$ cat src/rtl/multicycle_control_unit_pkg.sv
// Shared types and encodings for the multi-cycle control unit:
// FSM states, opcodes, control-field encodings and the decode bundle.
package multicycle_control_unit_pkg;

  typedef enum logic [2:0] {
    ST_FETCH  = 3'd0,
    ST_DECODE = 3'd1,
    ST_EXEC   = 3'd2,
    ST_MEM    = 3'd3,
    ST_MULDIV = 3'd4,
    ST_WB     = 3'd5,
    ST_TRAP   = 3'd6
  } state_t;

  localparam logic [6:0] OP_LUI    = 7'b0110111;
  localparam logic [6:0] OP_AUIPC  = 7'b0010111;
  localparam logic [6:0] OP_JAL    = 7'b1101111;
  localparam logic [6:0] OP_JALR   = 7'b1100111;
  localparam logic [6:0] OP_BRANCH = 7'b1100011;
  localparam logic [6:0] OP_LOAD   = 7'b0000011;
  localparam logic [6:0] OP_STORE  = 7'b0100011;
  localparam logic [6:0] OP_IMM    = 7'b0010011;
  localparam logic [6:0] OP_REG    = 7'b0110011;
  localparam logic [6:0] OP_SYSTEM = 7'b1110011;

  localparam logic [1:0] ALU_ADD   = 2'b00;
  localparam logic [1:0] ALU_CMP   = 2'b01;
  localparam logic [1:0] ALU_FUNCT = 2'b10;
  localparam logic [1:0] ALU_LUI   = 2'b11;

  localparam logic [2:0] WB_ALU = 3'b000;
  localparam logic [2:0] WB_MEM = 3'b001;
  localparam logic [2:0] WB_PC4 = 3'b010;
  localparam logic [2:0] WB_CSR = 3'b011;
  localparam logic [2:0] WB_MD  = 3'b100;

  localparam logic [1:0] PC_PLUS4 = 2'b00;
  localparam logic [1:0] PC_IMM   = 2'b01;
  localparam logic [1:0] PC_JALR  = 2'b10;
  localparam logic [1:0] PC_TRAP  = 2'b11;

  localparam logic [2:0] BR_EQ  = 3'b000;
  localparam logic [2:0] BR_NE  = 3'b001;
  localparam logic [2:0] BR_LT  = 3'b010;
  localparam logic [2:0] BR_GE  = 3'b011;
  localparam logic [2:0] BR_LTU = 3'b100;
  localparam logic [2:0] BR_GEU = 3'b101;

  localparam logic [3:0] CAUSE_ILLEGAL = 4'd2;
  localparam logic [3:0] CAUSE_EBREAK  = 4'd3;
  localparam logic [3:0] CAUSE_ECALL   = 4'd11;

  // trap_cause != 0 marks a trapping instruction
  typedef struct packed {
    logic       alu_src;
    logic [1:0] alu_op;
    logic [2:0] branch_type;
    logic [2:0] wb_sel;
    logic [1:0] mem_size;
    logic       mem_unsigned;
    logic       dmem_we;
    logic       csr_read_en;
    logic       csr_write_en;
    logic [3:0] trap_cause;
    logic       is_load;
    logic       is_store;
    logic       is_branch;
    logic       is_md;
    logic       is_jal;
    logic       is_jalr;
    logic       rd_zero;
  } dec_t;

  function automatic logic [2:0] br_map(input logic [2:0] f3);
    logic [2:0] r;
    r = BR_EQ;
    case (f3)
      3'b001:  r = BR_NE;
      3'b100:  r = BR_LT;
      3'b101:  r = BR_GE;
      3'b110:  r = BR_LTU;
      3'b111:  r = BR_GEU;
      default: r = BR_EQ;
    endcase
    return r;
  endfunction

endpackage

$ cat src/rtl/multicycle_control_unit_if.sv
// Handshake bundle between the control unit (master) and the
// imem / dmem / mul-div side (slave).
interface multicycle_control_unit_if;
  logic        imem_req;
  logic        imem_ready;
  logic        ir_load;
  logic [31:0] instr;
  logic        dmem_req;
  logic        dmem_we;
  logic        dmem_ready;
  logic [1:0]  mem_size;
  logic        mem_unsigned;
  logic        md_start;
  logic        md_done;

  modport master (
    output imem_req, ir_load, dmem_req, dmem_we,
    output mem_size, mem_unsigned, md_start,
    input  imem_ready, instr, dmem_ready, md_done
  );

  modport slave (
    input  imem_req, ir_load, dmem_req, dmem_we,
    input  mem_size, mem_unsigned, md_start,
    output imem_ready, instr, dmem_ready, md_done
  );
endinterface

$ cat src/rtl/multicycle_control_unit_instr_decoder.sv
// Combinational RV32I/M classifier with illegal/ECALL/EBREAK detection.
// Ports: instr in; dec (dec_t bundle) out.
module multicycle_control_unit_instr_decoder
  import multicycle_control_unit_pkg::*;
#(
  parameter bit ENABLE_M   = 1'b1,
  parameter bit ENABLE_CSR = 1'b1
) (
  input  logic [31:0] instr,
  output dec_t        dec
);

  logic [6:0]  opc;
  logic [6:0]  f7;
  logic [2:0]  f3;
  logic [4:0]  rd;
  logic [4:0]  rs1;
  logic [11:0] imm;
  logic        ill;
  logic        ecall;
  logic        ebreak;
  dec_t        d;

  assign opc = instr[6:0];
  assign rd  = instr[11:7];
  assign f3  = instr[14:12];
  assign rs1 = instr[19:15];
  assign f7  = instr[31:25];
  assign imm = instr[31:20];

  always_comb begin
    d      = '0;
    ill    = 1'b0;
    ecall  = 1'b0;
    ebreak = 1'b0;
    unique case (opc)
      OP_REG: begin
        d.alu_op = ALU_FUNCT;
        d.wb_sel = WB_ALU;
        if (f7 == 7'b0000001) begin
          if (ENABLE_M) begin
            d.is_md  = 1'b1;
            d.wb_sel = WB_MD;
          end else begin
            ill = 1'b1;
          end
        end else if (!(f7 == 7'b0 ||
                       (f7 == 7'b0100000 &&
                        (f3 == 3'b000 || f3 == 3'b101)))) begin
          ill = 1'b1;
        end
      end
      OP_IMM: begin
        d.alu_src = 1'b1;
        d.alu_op  = ALU_FUNCT;
        if (f3 == 3'b001 && f7 != 7'b0) ill = 1'b1;
        if (f3 == 3'b101 && f7 != 7'b0 && f7 != 7'b0100000)
          ill = 1'b1;
      end
      OP_LUI: begin
        d.alu_src = 1'b1;
        d.alu_op  = ALU_LUI;
      end
      OP_AUIPC: begin
        d.alu_src = 1'b1;
        d.alu_op  = ALU_ADD;
      end
      OP_JAL: begin
        d.wb_sel = WB_PC4;
        d.is_jal = 1'b1;
      end
      OP_JALR: begin
        d.alu_src = 1'b1;
        d.wb_sel  = WB_PC4;
        d.is_jalr = 1'b1;
      end
      OP_BRANCH: begin
        d.alu_op      = ALU_CMP;
        d.is_branch   = 1'b1;
        d.branch_type = br_map(f3);
        if (f3[2:1] == 2'b01) ill = 1'b1;
      end
      OP_LOAD: begin
        d.alu_src      = 1'b1;
        d.wb_sel       = WB_MEM;
        d.is_load      = 1'b1;
        d.mem_size     = f3[1:0];
        d.mem_unsigned = f3[2];
        if (f3 == 3'b011 || f3[2:1] == 2'b11) ill = 1'b1;
      end
      OP_STORE: begin
        d.alu_src  = 1'b1;
        d.dmem_we  = 1'b1;
        d.is_store = 1'b1;
        d.mem_size = f3[1:0];
        if (f3 > 3'b010) ill = 1'b1;
      end
      OP_SYSTEM: begin
        if (f3 == 3'b000) begin
          if (imm == 12'd0)      ecall  = 1'b1;
          else if (imm == 12'd1) ebreak = 1'b1;
          else                   ill    = 1'b1;
        end else if (f3 == 3'b100 || !ENABLE_CSR) begin
          ill = 1'b1;
        end else begin
          // CSRRW(I) to x0 skips the read; CSRRS/C(I) with x0/0 skip the write
          d.wb_sel       = WB_CSR;
          d.csr_read_en  = !(f3[1:0] == 2'b01 && rd == 5'd0);
          d.csr_write_en = !(f3[1] && rs1 == 5'd0);
        end
      end
      default: ill = 1'b1;
    endcase
    d.rd_zero = (rd == 5'd0);
    if (ill || ecall || ebreak) begin
      d = '0;
      d.trap_cause = ill    ? CAUSE_ILLEGAL :
                     ebreak ? CAUSE_EBREAK  : CAUSE_ECALL;
    end
  end

  assign dec = d;

endmodule

$ cat src/rtl/multicycle_control_unit.sv
// Multi-cycle RV32IM control FSM: fetch/decode/exec/mem/muldiv/wb/trap.
// Ports: clk, rst, bus (handshakes), branch_taken; control outputs.
module multicycle_control_unit
  import multicycle_control_unit_pkg::*;
#(
  parameter bit ENABLE_M   = 1'b1,
  parameter bit ENABLE_CSR = 1'b1
) (
  input  logic                       clk,
  input  logic                       rst,
  multicycle_control_unit_if.master  bus,
  input  logic                       branch_taken,
  output logic                       alu_src,
  output logic [1:0]                 alu_op,
  output logic [2:0]                 branch_type,
  output logic                       reg_write,
  output logic [2:0]                 wb_sel,
  output logic                       pc_write,
  output logic [1:0]                 pc_src,
  output logic                       csr_read_en,
  output logic                       csr_write_en,
  output logic                       trap,
  output logic [3:0]                 trap_cause,
  output logic                       retire,
  output logic [2:0]                 state
);

  state_t state_q, state_d;
  dec_t   dec, dec_q;
  logic   imem_req, ir_load, dmem_req, md_start;

  multicycle_control_unit_instr_decoder #(
    .ENABLE_M   (ENABLE_M),
    .ENABLE_CSR (ENABLE_CSR)
  ) u_dec (
    .instr (bus.instr),
    .dec   (dec)
  );

  always_ff @(posedge clk or posedge rst) begin
    if (rst) begin
      state_q <= ST_FETCH;
      dec_q   <= '0;
    end else begin
      state_q <= state_d;
      if (state_q == ST_DECODE) dec_q <= dec;
    end
  end

  // rst gates every strobe so they drop the instant reset asserts
  always_comb begin
    state_d   = state_q;
    imem_req  = 1'b0;
    ir_load   = 1'b0;
    dmem_req  = 1'b0;
    md_start  = 1'b0;
    reg_write = 1'b0;
    pc_write  = 1'b0;
    pc_src    = PC_PLUS4;
    trap      = 1'b0;
    retire    = 1'b0;
    if (!rst) begin
      unique case (state_q)
        ST_FETCH: begin
          imem_req = 1'b1;
          if (bus.imem_ready) begin
            ir_load = 1'b1;
            state_d = ST_DECODE;
          end
        end
        ST_DECODE: begin
          state_d = (dec.trap_cause != 4'd0) ? ST_TRAP : ST_EXEC;
        end
        ST_EXEC: begin
          unique case (1'b1)
            dec_q.is_load, dec_q.is_store: state_d = ST_MEM;
            dec_q.is_md: begin
              md_start = 1'b1;
              state_d  = ST_MULDIV;
            end
            dec_q.is_branch: begin
              pc_write = 1'b1;
              pc_src   = branch_taken ? PC_IMM : PC_PLUS4;
              retire   = 1'b1;
              state_d  = ST_FETCH;
            end
            default: state_d = ST_WB;
          endcase
        end
        ST_MEM: begin
          dmem_req = 1'b1;
          if (bus.dmem_ready) begin
            if (dec_q.is_store) begin
              pc_write = 1'b1;
              retire   = 1'b1;
              state_d  = ST_FETCH;
            end else begin
              state_d = ST_WB;
            end
          end
        end
        ST_MULDIV: begin
          if (bus.md_done) state_d = ST_WB;
        end
        ST_WB: begin
          reg_write = !dec_q.rd_zero;
          pc_write  = 1'b1;
          retire    = 1'b1;
          pc_src    = dec_q.is_jal  ? PC_IMM  :
                      dec_q.is_jalr ? PC_JALR : PC_PLUS4;
          state_d   = ST_FETCH;
        end
        ST_TRAP: begin
          trap     = 1'b1;
          pc_write = 1'b1;
          pc_src   = PC_TRAP;
          state_d  = ST_FETCH;
        end
        default: state_d = ST_FETCH;
      endcase
    end
  end

  assign bus.imem_req     = imem_req;
  assign bus.ir_load      = ir_load;
  assign bus.dmem_req     = dmem_req;
  assign bus.md_start     = md_start;
  assign bus.dmem_we      = dec_q.dmem_we;
  assign bus.mem_size     = dec_q.mem_size;
  assign bus.mem_unsigned = dec_q.mem_unsigned;

  assign alu_src      = dec_q.alu_src;
  assign alu_op       = dec_q.alu_op;
  assign branch_type  = dec_q.branch_type;
  assign wb_sel       = dec_q.wb_sel;
  assign csr_read_en  = dec_q.csr_read_en;
  assign csr_write_en = dec_q.csr_write_en;
  assign trap_cause   = dec_q.trap_cause;
  assign state        = state_q;

endmodule

$ cat src/flat_wrapper.sv
// flat-port wrapper written by rule: the top's interface ports become plain ports
module multicycle_control_unit_flat import multicycle_control_unit_pkg::*;
#(
  parameter bit ENABLE_M   = 1'b1,
  parameter bit ENABLE_CSR = 1'b1
)
  (clk, rst, branch_taken, alu_src, alu_op, branch_type, reg_write, wb_sel, pc_write, pc_src, csr_read_en, csr_write_en, trap, trap_cause, retire, state, bus_imem_req, bus_ir_load, bus_dmem_req, bus_dmem_we, bus_mem_size, bus_mem_unsigned, bus_md_start, bus_imem_ready, bus_instr, bus_dmem_ready, bus_md_done);
  multicycle_control_unit_if bus_i ();
  input  logic clk;
  input  logic rst;
  input  logic branch_taken;
  output logic alu_src;
  output logic [1:0] alu_op;
  output logic [2:0] branch_type;
  output logic reg_write;
  output logic [2:0] wb_sel;
  output logic pc_write;
  output logic [1:0] pc_src;
  output logic csr_read_en;
  output logic csr_write_en;
  output logic trap;
  output logic [3:0] trap_cause;
  output logic retire;
  output logic [2:0] state;
  output wire logic [$bits(bus_i.imem_req)-1:0] bus_imem_req;
  output wire logic [$bits(bus_i.ir_load)-1:0] bus_ir_load;
  output wire logic [$bits(bus_i.dmem_req)-1:0] bus_dmem_req;
  output wire logic [$bits(bus_i.dmem_we)-1:0] bus_dmem_we;
  output wire logic [$bits(bus_i.mem_size)-1:0] bus_mem_size;
  output wire logic [$bits(bus_i.mem_unsigned)-1:0] bus_mem_unsigned;
  output wire logic [$bits(bus_i.md_start)-1:0] bus_md_start;
  input wire logic [$bits(bus_i.imem_ready)-1:0] bus_imem_ready;
  input wire logic [$bits(bus_i.instr)-1:0] bus_instr;
  input wire logic [$bits(bus_i.dmem_ready)-1:0] bus_dmem_ready;
  input wire logic [$bits(bus_i.md_done)-1:0] bus_md_done;
  assign bus_imem_req = bus_i.imem_req;
  assign bus_ir_load = bus_i.ir_load;
  assign bus_dmem_req = bus_i.dmem_req;
  assign bus_dmem_we = bus_i.dmem_we;
  assign bus_mem_size = bus_i.mem_size;
  assign bus_mem_unsigned = bus_i.mem_unsigned;
  assign bus_md_start = bus_i.md_start;
  assign bus_i.imem_ready = bus_imem_ready;
  assign bus_i.instr = bus_instr;
  assign bus_i.dmem_ready = bus_dmem_ready;
  assign bus_i.md_done = bus_md_done;
  multicycle_control_unit #(.ENABLE_M(ENABLE_M), .ENABLE_CSR(ENABLE_CSR)) u_core (.clk(clk), .rst(rst), .bus(bus_i), .branch_taken(branch_taken), .alu_src(alu_src), .alu_op(alu_op), .branch_type(branch_type), .reg_write(reg_write), .wb_sel(wb_sel), .pc_write(pc_write), .pc_src(pc_src), .csr_read_en(csr_read_en), .csr_write_en(csr_write_en), .trap(trap), .trap_cause(trap_cause), .retire(retire), .state(state));
endmodule
$ cat config.mk
export PLATFORM = sky130hd
export DESIGN_NAME = multicycle_control_unit_flat
export DESIGN_NICKNAME = d
export VERILOG_FILES = /design/src/rtl/multicycle_control_unit_pkg.sv /design/src/rtl/multicycle_control_unit_if.sv /design/src/rtl/multicycle_control_unit_instr_decoder.sv /design/src/rtl/multicycle_control_unit.sv /design/src/flat_wrapper.sv
export SDC_FILE = /design/constraint.sdc
export NUM_CORES = 1
export LEC_CHECK = 0
export ABC_AREA = 1
export ABC_CLOCK_PERIOD_IN_PS = 3710
export CAP_MARGIN = 20
export CORE_UTILIZATION = 45
export CTS_CLUSTER_DIAMETER = 60
export DETAILED_ROUTE_END_ITERATION = 16
export MAX_ROUTING_LAYER = met4
export PLACE_DENSITY = 0.82
export SLEW_MARGIN = 20
export SYNTH_ARGS = -nofsm -noshare
export SYNTH_HDL_FRONTEND = slang
export SYNTH_SLANG_ARGS = --single-unit
$ cat constraint.sdc
create_clock -name clk -period 3.71 [get_ports clk]
set_input_delay 0.5565 -clock clk [delete_from_list [all_inputs] [get_ports clk]]
set_output_delay 0.5565 -clock clk [all_outputs]
set_load 0.005 [all_outputs]
==> results by group, run 1 <==
Setup path
  – Cell with the most instances on the worst path: nor2_1
  – Worst reg2reg setup slack: 1.90 ns
  – Reg2Reg Capture Point: u_core.branch_type[2]
  – Category of the worst setup path launch point: flip-flop
  – Crit path max fanout: 5
  – Worst EP arrival: ~2 ns
  – Crit path cell chain: inv_1, nand2_1, nor2_1, inv_1, nor2_1, a31o_2, nor2_1, a21oi_1, clkdlybuf4s50_1
  – Critical Path End: pc_write
  – R2R depth: 6
  – Kind of critical path: flip-flop to primary output
  – Slowest CP cell: clkdlybuf4s50_1
  – Source of the worst register-to-register timing path: u_core.state[1]
  – Data required time at the worst endpoint: roughly 3.2 ns
  – Largest stage delay on the critical path: just over 0.5 ns
  – Endpoint kind of the worst setup timing path: primary output
  – CP Launch Point: u_core.state[0]

Clock network
  – Sinks on Clock Net: 27
  – Post-CTS sizing: 0
  – Clock latency at the later pin of the worst-skew pair: between 0.2 and 0.3 ns
  – Setup bufs post-CTS: 0
  – Maximum clock path buffer count: 2
  – Clock transition at the registers of the reported paths: around 0.09 ns
  – CTS H-Tree Depth: 1
  – Root Buffer Master: clkbuf_8
  – CTS buffer count: 3
  – CTS tree: done
  – CTS Hold Bufs: 0

Logic synthesis
  – Post-synthesis share of cell area spent on xor and xnor gates: 0%
  – Avg Inst Size Synth: approximately 6.8 µm²
  – Dominant combinational cell family by area after synthesis: simple AND/OR/NAND/NOR gates
  – Main area contributors after synthesis: dfrtp_1, nand2_1, nor2_1, nand3_1, buf_4
  – Area of the mapped netlist: between 1500 and 2000 µm²
  – Post-synthesis compound-gate area fraction: about a tenth
  – Post-synth top area cell: dfrtp_1
  – Sequential share of the synthesized area: 37.5%
  – Syn Nets: about 300
  – Gate Count Post-Synth: about 270
  – Synthesis-stage register bit count: 27
  – Post-Synth Adder-Cell Area: 0%
  – Multiplexer share of the synthesized area: 0%
  – Post-synthesis cell type count: 32
  – Syn. warnings: 0
  – Area share of the largest cell type after synthesis: a little under two fifths
  – Fraction of the mapped netlist area in simple logic gates: 39.9%

Place
  – Final GP Congestion: 0.928
  – Detailed Place HPWL: between 3000 and 4000 µm
  – Number of placed instances with taps included: roughly 370
  – Count of buffers from port buffering: 68

Cells and area
  – Most frequent cells in the layout: nand2_1, clkdlybuf4s50_1, nor2_1
  – Register area: roughly 680 µm²
  – Share of cells above drive strength 1: 6.23%
  – Non-filler instance count after layout: ~370
  – Area used by multi-input combinational logic: 897 µm²
  – Count of nets after finishing: 360
  – Number of filler instances in the final layout: roughly 360
  – Relative area change from synthesis to final layout: 38.0%
  – Diode insertion count for antenna repair: 0

Die
  – Overall die area: ~4300 µm²
  – Die outline height: between 60 and 70 µm
  – Floorplan Core Area: around 3700 µm²
  – Number of placement rows: 22
  – Initial core utilization: between 40% and 50%
  – Boundary pin count: 70
  – Chip width: 65.3 µm

STA
  – Setup violators final: 0
  – Setup Total Neg Slack: 0 ns
  – RSZ-0062 raised after global routing: false
  – Measured slew at the worst slew-check pin: 0.731 ns
  – Final worst path period need: between 2 and 3 ns
  – Skew final: 0.00148 ns
  – Number of max-slew violations in the final report: 0
  – Fin. Hold Viols: 0
  – Share of the cycle needed by the critical path after routing: 69.2%
  – Max_slew headroom: 51.2%
  – Maximum clock frequency: 390 MHz

Routing
  – Initial drt markers: 105
  – Remaining number of nets flagged by the antenna check after routing: 0
  – WL per Instance: roughly 12 µm
  – Vias: approximately 1900
  – Detailed Routing Iterations Pass 1: 4
  – Post-route DRC: 0
  – Total Wirelength: 4370 µm
  – Via density: approximately 5.0

Hold path
  – Worst Hold Class: flip-flop to flip-flop
  – Startpoint of the worst hold path: u_core.trap_cause[3]

Outcome
  – Status: finished, final reports clean

Global route
  – Maximum number of pins on one net before global-route repair: 29
  – Leftover overflow at the end of global routing: 0
  – All-Layer GR Usage: 23.9%
  – First-pass GRT wire length: 7620 µm
  – Antenna violations before repair: 0
  – Number of global-route vias before repair: approximately 1800

Pwr
  – Power density of the placed cells: roughly 370 nW/µm²
  – Worst-case vdd ir drop: approximately 200 µV
  – Leakage power of the design: 1.13 nW

Flow run
  – Max_cap viols: 0
worst max-delay path, delay by kind of cell, from the launching register on:
kind	cells	cell delay (ns)
and+or+nand+nor	4	0.36
buffers and inverters	3	0.70
DFF	1	0.42
AOI/OAI and AO/OA	2	0.26
metal layers:
layer | global-route usage, % | vias to the layer above | wire length, µm
li1 | - | 951 | -
met1 | 30.0 | 830 | 1870
met2 | 40.9 | 77 | 2220
met3 | 2.43 | 2 | 262
met4 | 6.52 | 0 | 17
met5 | - | - | 0
sequential cells by signal, indices dropped and copies added, names as in the netlist:
register                 count
u_core.trap_cause            3
u_core.bus.mem_unsigned      1
u_core.branch_type           3
u_core.alu_src               1
u_core.state                 3
u_core.csr_write_en          1
u_core.wb_sel                3
u_core.bus.mem_size          2
u_core.csr_read_en           1
u_core.dec_q                 7
u_core.alu_op                2
logic make-up after synthesis:
logic type,after synthesis
AND/OR/NAND/NOR,159
buffers and inverters,47
AO/OA/AOI/OAI,31
flip-flops,27
other,1
area by class of cell:
type | instances | share of cell area (%)
repair buffers | 70 | 28.0
clock inverters | 1 | 0.302
well taps | 48 | 2.42
inverters | 29 | 4.38
flip-flops and latches | 27 | 27.2
clock buffers | 3 | 1.66
multi-input cells | 191 | 36.1
Yosys cell counts, drive strengths merged:
library cell / instances
and2: 1
clkbuf: 4
nor3b: 1
nor2: 46
nand4: 3
o22ai: 1
dfrtp: 27
inv: 29
conb: 1
a21oi: 5
nor4: 3
o21ai: 19
o211ai: 2
nand3: 24
a22oi: 1
o31ai: 1
nand3b: 1
nand2: 71
buf: 14
or4: 1
nor4b: 1
nor3: 6
o41ai: 1
a31o: 1
or2: 1
how the worst min path moves through the flow:
stage / endpoint / slack (ns) / cells after the start
final: u_core.trap_cause[3] / 0.49 / 2
after global routing: u_core.trap_cause[3] / 0.51 / 2
after CTS: u_core.bus.mem_size[1] / 0.49 / 2
after detailed placement: u_core.bus.mem_size[1] / 0.47 / 2
after global placement: u_core.alu_src / 0.47 / 2
after floorplan: u_core.branch_type[2] / 0.45 / 2
stage by stage:
stage          worst slack [ns]  power, W  util (%)  hold WS [ns]  instance area [µm²]
2_1_floorplan              1.51  0.000600         -         0.448                 1800
3_3_place_gp               1.19  0.000769      65.1         0.467                 2440
3_5_place_dp               1.18  0.000776      65.1         0.466                 2440
4_1_cts                    1.13  0.000937      66.4         0.490                 2490
5_1_grt                   0.954   0.00101      66.4         0.506                 2490
6_report                   1.14  0.000929      66.4         0.486                 2490
power breakdown:
| part | switching (W) | internal, W | total (W) |
|---|---|---|---|
| clock network | 0.0000859 | 0.0000759 | 0.000162 |
| logic | 0.000229 | 0.000184 | 0.000413 |
| registers | 0.0000291 | 0.000325 | 0.000355 |
| total | 0.000344 | 0.000585 | 0.000929 |
Note: power is estimated with default switching activity, not from simulation.
==> run 2: changes to the inputs <==
- ABC_CLOCK_PERIOD_IN_PS: 3710 -> 2450
- CORE_UTILIZATION: 45 -> 44
- PLACE_DENSITY: 0.82 -> 0.81
- clock period: 3.71 -> 2.45 ns (I/O delays scaled with it)
==> results by group, run 2 (synthesis gave the netlist of run 1 again) <==
Pwr
  – Gate power share: between 40% and 50%
  – Leakage power of the design: between 1 and 1.5 nW
  – Worst-case vdd ir drop: 440 µV
  – Seq pwr share: between 30% and 40%
  – Overall power of the completed layout: approximately 0.0015 W
  – Share of total power consumed by net switching: a little under two fifths
  – Power share of the clock group: approximately 18%
  – Power density of the placed cells: 581 nW/µm²
  – Power Internal: 0.000906 W
  – NetSw: approximately 0.00056 W

Die
  – Die outline height: approximately 66 µm
  – Number of placement rows: 22
  – Floorplan Core Area: between 3000 and 4000 µm²
  – Chip width: ~66 µm
  – Overall die area: 4350 µm²
  – Boundary pin count: 70
  – Initial core utilization: between 40% and 50%

Setup path
  – Data required time at the worst endpoint: 2.08 ns
  – Endpoint kind of the worst setup timing path: primary output
  – Crit path max fanout: 7
  – Category of the worst setup path launch point: flip-flop
  – Worst EP arrival: about 2.0 ns
  – Kind of critical path: flip-flop to primary output

Global route
  – All-Layer GR Usage: about a quarter
  – Leftover overflow at the end of global routing: 0
  – Number of global-route vias before repair: between 1500 and 2000
  – First-pass GRT wire length: about 7700 µm
  – Antenna violations before repair: 0
  – Maximum number of pins on one net before global-route repair: 28

STA
  – RSZ-0062 raised after global routing: false
  – Final worst path period need: between 2 and 2.5 ns
  – Max_slew headroom: between 40% and 50%
  – Fin. Hold Viols: 0
  – Measured slew at the worst slew-check pin: a little under 0.8 ns
  – Share of the cycle needed by the critical path after routing: roughly 95%
  – Worst-case setup margin in the final layout: around 0.12 ns
  – Maximum clock frequency: 429 MHz
  – Setup Total Neg Slack: 0 ns
  – Setup violators final: 0
  – Skew final: between 0.01 and 0.015 ns
  – Number of max-slew violations in the final report: 0

Cells and area
  – Core Util, Final: 66.3%
  – Diode insertion count for antenna repair: 0
  – Most frequent cells in the layout: nand2_1, clkdlybuf4s50_1, nor2_1
  – Relative area change from synthesis to final layout: 39.8%
  – Non-filler instance count after layout: about 370
  – Most common library cell in the layout ignoring fill and taps: nand2_1
  – Count of nets after finishing: 363
  – Area used by multi-input combinational logic: roughly 900 µm²
  – Share of cells above drive strength 1: just under 8%
  – Number of flip-flops under the largest register name: 7
  – Register area: between 600 and 700 µm²
  – Largest Register: u_core.dec_q
  – Number of filler instances in the final layout: 343

Hold path
  – Worst Hold Class: flip-flop to flip-flop

Routing
  – Detailed Routing Iterations Pass 1: 4
  – Post-route DRC: 0
  – Total Wirelength: between 4000 and 5000 µm
  – Initial drt markers: 43
  – Vias: between 1500 and 2000
  – Remaining number of nets flagged by the antenna check after routing: 0
  – Via density: just over 5
  – WL per Instance: 12.4 µm

Clock network
  – CTS buffer count: 3
  – Root Buffer Master: clkbuf_8
  – Sinks on Clock Net: 27
  – CTS H-Tree Depth: 1
  – CTS Hold Bufs: 0
  – Clock latency at the later pin of the worst-skew pair: 0.28 ns
  – Maximum clock path buffer count: 2
  – Clock transition at the registers of the reported paths: 0.10 ns
  – CTS tree: done

Place
  – Final GP Congestion: ~0.9
  – Number of placed instances with taps included: about 370
  – Detailed Place HPWL: roughly 3700 µm
  – Worst slack at placement: just under 0.3 ns
  – Count of buffers from port buffering: slightly below 70

Outcome
  – Status: finished, final reports clean

Flow run
  – Max_cap viols: 0
## run 2: layer usage
layer  part of all wire (%)  vias to the layer above  GRT usage [%]
met5                      0                        -              -
met4                    1.4                        0           5.59
met3                    5.5                        7           3.28
met2                     49                       71           41.1
met1                     44                      860           28.5
li1                       -                      960              -
## run 2: power by group through the flow
| stage | registers [W] | logic (W) | clock network [W] |
|---|---|---|---|
| 3_3_place_gp | 0.000544 | 0.000629 | 0 |
| 5_1_grt | 0.000543 | 0.000744 | 0.000277 |
| 6_report | 0.000536 | 0.000670 | 0.000257 |
| 2_1_floorplan | 0.000539 | 0.000369 | 0 |
| 4_1_cts | 0.000537 | 0.000642 | 0.000258 |
| 3_5_place_dp | 0.000546 | 0.000640 | 0 |
## run 2: cell type report
type                    instances  area share [%]
clock inverters                 1           0.298
clock buffers                   3            1.64
inverters                      29            4.32
flip-flops and latches         27            26.8
well taps                      48            2.38
repair buffers                 73            28.6
multi-input cells             191            35.9
## run 2: metrics by stage
stage | cell area [µm²] | hold slack, ns
floorplan | 1800 | 0.448
global placement | 2440 | 0.470
detailed placement | 2440 | 0.470
CTS | 2490 | 0.494
global route | 2520 | 0.512
finish | 2520 | 0.492
## run 2: critical path: stages (launching register included)
cell             delay, ns
dfrtp_1               0.50
inv_1                 0.13
nor2_1                0.25
a22oi_1               0.14
a21oi_1               0.15
clkdlybuf4s50_1       0.52
## run 2: timing repair
action / CTS / global route
buffers inserted: 0 / 2
setup endpoints to repair: 0 / 3
resized for setup: 0 / 4
endpoints found under the hold margin: 0 / 0
## run 2: final timing paths
kind | from | end | slack (ns) | cells past startpoint
setup / recovery | u_core.state[2] | pc_src[0] | 0.12 | 5
hold / removal | u_core.alu_op[1] | u_core.alu_op[1] | 0.49 | 2
setup reg to reg | u_core.state[0] | u_core.wb_sel[0] | 0.73 | 7
hold reg to reg | u_core.alu_op[1] | u_core.alu_op[1] | 0.49 | 2
max in group asynchronous | rst | u_core.dec_q[5] | 1.45 | 3
min in group asynchronous | rst | u_core.bus.mem_size[1] | 0.74 | 3
